<file path="src/rtl/pipeline_hazard_ctrl.sv">
// Stall/flush sequencer for the 5-stage pipeline: stage enables, bubble strobes,
// branch redirect, MDU busy tracking with watchdog, and saturating perf counters.
module pipeline_hazard_ctrl #(
  parameter int CNT_W       = 32,
  parameter int MDU_MAX_CYC = 64
) (
  input  logic             clk,
  input  logic             rst_n,
  input  logic             stall_rs,
  input  logic             stall_rt,
  input  logic             ex_branch_taken,
  input  logic             ex_mdu_start,
  input  logic             mdu_done,
  input  logic             dmem_req,
  input  logic             dmem_ready,
  output logic             if_en,
  output logic             id_en,
  output logic             ex_en,
  output logic             mem_en,
  output logic             wb_en,
  output logic             id_flush,
  output logic             ex_flush,
  output logic             mem_flush,
  output logic             pc_redirect,
  output logic             mdu_timeout,
  output logic [CNT_W-1:0] stall_cycles,
  output logic [CNT_W-1:0] flush_count
);

  localparam int WD_W = (MDU_MAX_CYC > 2) ? $clog2(MDU_MAX_CYC) : 1;
  localparam logic [WD_W-1:0] WD_LAST = WD_W'(MDU_MAX_CYC - 1);

  typedef enum logic {
    RUN,
    MDU_BUSY
  } state_e;

  typedef struct packed {
    logic if_en;
    logic id_en;
    logic ex_en;
    logic mem_en;
    logic wb_en;
    logic id_flush;
    logic ex_flush;
    logic mem_flush;
    logic pc_redirect;
  } ctrl_t;

  localparam ctrl_t CTRL_RUN  = '{if_en: 1'b1, id_en: 1'b1, ex_en: 1'b1, mem_en: 1'b1,
                                  wb_en: 1'b1, default: 1'b0};
  localparam ctrl_t CTRL_NONE = '0;

  state_e           state_q, state_d;
  logic [WD_W-1:0]  wd_cnt_q, wd_cnt_d;
  logic             timeout_q, timeout_d;
  logic [CNT_W-1:0] stall_q, stall_d;
  logic [CNT_W-1:0] flush_q, flush_d;
  ctrl_t            ctrl;
  logic             mem_wait;

  assign mem_wait = dmem_req & ~dmem_ready;

  // NOTE: every signal driven here gets a default first, so no path leaves it unassigned (no latch).
  always_comb begin
    ctrl      = CTRL_RUN;
    state_d   = state_q;
    wd_cnt_d  = wd_cnt_q;
    timeout_d = timeout_q;

    if (mem_wait) begin
      ctrl = CTRL_NONE;
    end else if (state_q == MDU_BUSY) begin
      if (mdu_done) begin
        state_d = RUN;
      end else begin
        ctrl.if_en     = 1'b0;
        ctrl.id_en     = 1'b0;
        ctrl.ex_en     = 1'b0;
        ctrl.mem_flush = 1'b1;
        if (wd_cnt_q == WD_LAST) begin
          timeout_d = 1'b1;
          state_d   = RUN;
        end else begin
          wd_cnt_d = wd_cnt_q + WD_W'(1);
        end
      end
    end else begin
      // A taken branch discards the younger instruction in ID, so it wins over load-use.
      if (ex_branch_taken) begin
        ctrl.pc_redirect = 1'b1;
        ctrl.id_flush    = 1'b1;
        ctrl.ex_flush    = 1'b1;
      end else if (stall_rs | stall_rt) begin
        ctrl.if_en    = 1'b0;
        ctrl.id_en    = 1'b0;
        ctrl.ex_flush = 1'b1;
      end
      if (ex_mdu_start) begin
        state_d  = MDU_BUSY;
        wd_cnt_d = '0;
      end
    end

    stall_d = stall_q;
    if (!ctrl.if_en && stall_q != '1) stall_d = stall_q + CNT_W'(1);
    flush_d = flush_q;
    if (ctrl.pc_redirect && flush_q != '1) flush_d = flush_q + CNT_W'(1);
  end

  // NOTE: sequential state uses non-blocking assignments so all flops update together at the edge.
  always_ff @(posedge clk or negedge rst_n) begin
    if (!rst_n) begin
      state_q   <= RUN;
      wd_cnt_q  <= '0;
      timeout_q <= 1'b0;
      stall_q   <= '0;
      flush_q   <= '0;
    end else begin
      state_q   <= state_d;
      wd_cnt_q  <= wd_cnt_d;
      timeout_q <= timeout_d;
      stall_q   <= stall_d;
      flush_q   <= flush_d;
    end
  end

  // Control strobes are forced low for the whole time reset is asserted.
  assign if_en        = rst_n & ctrl.if_en;
  assign id_en        = rst_n & ctrl.id_en;
  assign ex_en        = rst_n & ctrl.ex_en;
  assign mem_en       = rst_n & ctrl.mem_en;
  assign wb_en        = rst_n & ctrl.wb_en;
  assign id_flush     = rst_n & ctrl.id_flush;
  assign ex_flush     = rst_n & ctrl.ex_flush;
  assign mem_flush    = rst_n & ctrl.mem_flush;
  assign pc_redirect  = rst_n & ctrl.pc_redirect;
  assign mdu_timeout  = timeout_q;
  assign stall_cycles = stall_q;
  assign flush_count  = flush_q;

endmodule

</file>
<file path="config.mk">
export PLATFORM = sky130hd
export DESIGN_NAME = pipeline_hazard_ctrl
export DESIGN_NICKNAME = d
export VERILOG_FILES = /design/src/rtl/pipeline_hazard_ctrl.sv
export SDC_FILE = /design/constraint.sdc
export NUM_CORES = 1
export LEC_CHECK = 0
export CAP_MARGIN = 10
export CORE_UTILIZATION = 40
export CTS_CLUSTER_SIZE = 14
export DETAILED_ROUTE_END_ITERATION = 16
export GPL_TIMING_DRIVEN = 0
export PLACE_DENSITY = 0.71
export SETUP_SLACK_MARGIN = 0.02
export SYNTH_ARGS = -nofsm -noshare
export SYNTH_HDL_FRONTEND = slang
export SYNTH_SLANG_ARGS = --single-unit
export TNS_END_PERCENT = 10
</file>
<file path="constraint.sdc">
create_clock -name clk -period 2.7 [get_ports clk]
set_input_delay 0.81 -clock clk [delete_from_list [all_inputs] [get_ports clk]]
set_output_delay 0.81 -clock clk [all_outputs]
set_load 0.02 [all_outputs]
</file>
# After elaboration in Yosys (flattened, before gate mapping)
# Cells that the tools add are included.
dict set report totals {
  reg_bits 72
  out_inout_bits 74
  wordCells 56
}
dict set report op_classes {
  n_addsub 3
  n_eq_ne 5
  mux 23
  bitwise_logic 14
  reduce_logical 6
}
# operator n
set ops {}
lappend ops {{$add A32 B1 Y32 const B} 2}
lappend ops {{$ne A32 B32 Y1 const B} 2}
lappend ops {{$mux W6} 4}
lappend ops {{$mux W1} 11}
lappend ops {{$and A1 B1 Y1} 10}
lappend ops {{$mux W2} 5}
lappend ops {{$reduce_and A4 Y1} 2}
lappend ops {{$add A6 B1 Y6 const B} 1}
lappend ops {{$eq A6 B6 Y1 const B} 1}
lappend ops {{$mux W3} 2}
lappend ops {{$mux W4} 1}
lappend ops {{$ne A2 B2 Y1 const B} 2}
lappend ops {{$not A1 Y1} 3}
lappend ops {{$logic_and A1 B1 Y1} 2}
lappend ops {{$reduce_bool A2 Y1} 1}
lappend ops {{$logic_not A1 Y1} 1}
lappend ops {{$or A1 B1 Y1} 1}

# Longest topological paths before layout
# Gate-level depths: netlist (run 1).
dict set report depth {
  word_depth 7
  depth_mapped 7
  depth_no_buf 6
}

# Worst setup path after synthesis (run 1)
# OpenSTA, ideal clock, no wires.
dict set report synth_timing {
  kind {input to output}
  startpoint {input port dmem_ready}
  endpoint {output port if_en}
  t_arrival_ns 1.953
  required_ns 1.890
  slack_ns -0.063
  cell_stages 5
  cell_sequence {nand2b_1 -> nand2_1 -> nor2_1 -> o31a_1 -> buf_4}
}
dict set report synth_between {
  elab_chain_len 4
}
# item line
set synth_rtl {}
lappend synth_rtl {{start, declared} 15} ;# input logic dmem_ready,
lappend synth_rtl {{$not A1 Y1} 62} ;# assign mem_wait = dmem_req & ~dmem_ready;
lappend synth_rtl {{$and A1 B1 Y1} 62}
lappend synth_rtl {{$mux W3} 71} ;# if (mem_wait) begin
lappend synth_rtl {{$and A1 B1 Y1} 129} ;# assign if_en = rst_n & ctrl.if_en;
lappend synth_rtl {{end, declared} 16} ;# output logic if_en,
# Every way passes these cells.

# Final worst setup path (run 1)
dict set report layout_timing {
  startpoint {input port rst_n}
  endpoint {output port if_en}
}
dict set report layout_between {
  elab_chain_len 1
}
# item line
set layout_rtl {}
lappend layout_rtl {{start, declared} 8} ;# input logic rst_n,
lappend layout_rtl {{$and A1 B1 Y1} 129}
# Every way passes these cells.

==> impl_results.md, run 1 <==
- Outcome: complete, but fails checks
- Failing checks: DRC
- Multiplexer area fraction after synthesis: 1.323%
- Worst setup EP type: output pin
- Syn. warnings: 0
- Critical Path RT: 1890 ps
- MaxCap Viol Count: 0
- Top Ports: 83
- RSZ-0062 raised after global routing: no
- Fraction of registers with async set or reset after synthesis: 100.0%
- First-pass GRT wire length: 14.94 mm
- Internal Pwr Total: 1.979 mW
- Largest net degree at the start of global routing: 34
- Initial antenna violation count: 0
- Leakage power: 2.201 nW
- Mapped Nets: 369
- Period utilization: 94.83%
- CTS tree: built
- Per-cell routed wire length: 15.75 um
- Fmax: 0.3905 GHz
- CTS root buffer: clkbuf_8
- Vias in the first global route: 3,020
- Clk_lat worst skew: 340 ps
- Vias: 3,054
- Worst slew pin tran: 753.3 ps
- Die Wd: 98.01 um
- Post-synthesis compound-gate area fraction: 5.294%
- Post-synth top flop: dfrtp_1
- Sequential power share: 46.9%
- Post-synthesis cell area: 3687 um2
- H-tree depth: 3
- DRC viols: 8
- Gr usage total: 19.69%
- Post-Syn Instances: 357
- Post-DP HPWL: 6.302 mm
- Commonest non-fill, non-tap cell in the layout: dfrtp_1
- Total CTS buffers: 9
- Final hold viol count: 0
- Adder-Cell Fraction of Synth Area: 1.018%
- Synth Area in Simple Gates: 28.71%
- Clock sink total: 72
- Sequential area share after synthesis: 48.86%
- Largest family of logic cells by synthesized area: simple AND/OR/NAND/NOR gates
- Yosys reg bits: 72
- XOR/XNOR share of the synthesized area: 12.83%
- Finished Cell Area: 4942 um2
- Critical path cell sequence: buf_12 -> buf_16 -> nand2_8 -> nor2_4 -> o31a_1 -> buf_4 -> buf_6
- Switching Share: 32.03%
- Final Setup Violations: 0
- CP arrival: 1750 ps
- Critical path class: input pin to output pin
- Clock Power Share: 28.7%
- Commonest non-fill, non-tap cells in the layout: dfrtp_1, clkdlybuf4s50_1, nand2_1, nand3_1, xnor2_1
- GP Congestion: 0.8330
- Tightest Hold Check Type: input pin to asynchronous set/reset pin
- Final Slew Violations: 0
- Crit-path slowest cell: buf_16
- CP max stage delay: 210 ps
- Worst-case clock buffer depth: 2
- Crit-path max FO: 33
- Initial drt markers: 118
- Crit path time final: 2560 ps
- DIE HEIGHT: 98.01 um
- Pre-antenna DRT Iters: 11
- Antenna viol nets, final: 0
- Buffers on Ports: 82
- Avg Cell Area, Syn: 10.33 um2
- Routed Wire Length: 8.898 mm
- # rows: 34
- Max IR drop VDD: 0.2567 mV
- Logic gate share of total power: 24.4%
- Setup TNS: 0 ps
- Die ar.: 9606 um2
- Core area: 8806 um2
- Worst-path clk slew: 80 ps
- Pwr/cell area: 589.0 nW/um2
- EDFF count, synth: 0
- Nets: 465
- Overflow left after global routing: 0
- Share of cells above drive strength 1: 12.47%
- Dpl cell area: 4663 um2
- Worst slew margin: 49.32%
- Setup Skew: 9.630 ps
- Vias per cell: 5.405
- Crit start category: input pin
- Antenna Cells: 0
- Area Overhead vs Synth: 34.03%
- Initial Utilization: 41.87%
- Distinct cells, synth: 51
- Net Switching: 0.9324 mW
sequential cells by signal, summed over array words and instances (netlist names):
signal / count
wd_cnt_q: 6
mdu_timeout: 1
flush_count: 32
stall_cycles: 32
state_q: 1
worst paths after layout:
path                                  start               to  slack [ps]  cells past startpoint
min in group clk                mdu_timeout      mdu_timeout         480                      2
min reg2reg                     mdu_timeout      mdu_timeout         480                      2
min                                   rst_n  stall_cycles[8]         300                      1
max                                   rst_n            if_en         140                      7
max in group asynchronous             rst_n      wd_cnt_q[5]        1890                      2
max reg2reg                stall_cycles[16]  stall_cycles[7]         480                      5
synth_stat cells (all sizes together) (3+ instances only):
library cell | n | area (um2)
a21oi | 5 | 25.02
and2 | 4 | 25.02
and3 | 13 | 83.83
and4 | 11 | 96.34
buf | 7 | 42.54
dfrtp | 72 | 1802
ha | 3 | 37.54
inv | 7 | 26.28
mux2 | 4 | 48.79
nand2 | 32 | 120.1
nand2b | 4 | 25.02
nand3 | 30 | 167.7
nand4 | 21 | 152.6
nor2 | 25 | 93.84
nor3 | 24 | 146.4
nor4 | 7 | 65.06
o21ai | 9 | 45.04
xnor2 | 28 | 245.2
xor2 | 26 | 227.7
final cells by class:
class	instances	area, um2
Tap cell	108	135.1
Fill cell	786	3864
Clock inverter	4	45.04
Inverter	7	26.28
Timing Repair Buffer	85	882.1
Multi-Input combinational cell	270	1864
Buffer	8	46.29
Clock buffer	11	141.4
Sequential cell	72	1802
repair_timing:
action,CTS,global route
buffers inserted,1,0
setup endpoints to repair,9,7
gates cloned,1,0
pin swaps,1,0
hold buffers,0,0
resized for setup,43,7
power groups by stage:
stage	Combinational [mW]	Clock, mW	Sequential [mW]
final	0.709	0.836	1.37
after global placement	0.684	0	1.38
after floorplan	0.262	0	1.47
after CTS	0.715	0.856	1.37
after detailed placement	0.700	0	1.38
after global routing	0.765	0.905	1.39
worst max-delay path: cells and delay by family:
family	cells	cell delay (ps)
buffers and inverters	4	610
AND/OR/NAND/NOR	2	180
AO/OA/AOI/OAI	1	150
layer usage:
| layer | vias to the layer above | wire, um | track usage, % |
|---|---|---|---|
| met5 | - | 0 | 0 |
| met4 | 0 | 174 | 8.974 |
| met3 | 16 | 530 | 4.438 |
| met2 | 92 | 4200 | 31.37 |
| met1 | 1474 | 3993 | 25.63 |
| li1 | 1472 | - | - |
per-stage QoR:
step	hold slack, ps	util, %	setup slack, ps	cells	power [mW]
after floorplan	468.4	-	40.00	357	1.729
after global placement	467.3	52.76	-3714	547	2.062
after detailed placement	469.7	52.96	-896.9	548	2.084
after CTS	325.9	55.97	21.18	565	2.936
after global routing	300.6	56.12	30.81	565	3.060
final	301.6	56.12	139.5	565	2.911
cells by family (layout without fill, tap and decap cells):
group,count (synthesis),in the layout
and+or+nand+nor,182,182
DFF,72,72
xor gates and xnor gates,54,54
AOI/OAI and AO/OA,27,27
buffers and inverters,15,115
muxes,4,4
adders and majority gates,3,3
Note: power is estimated with default switching activity, not from simulation.
==> inputs of run 2 (changes only) <==
Settings changed: TNS_END_PERCENT 10 to 20.
==> results of run 2 <==
The final DEF is identical to that of run 1; final timing and power are the same.
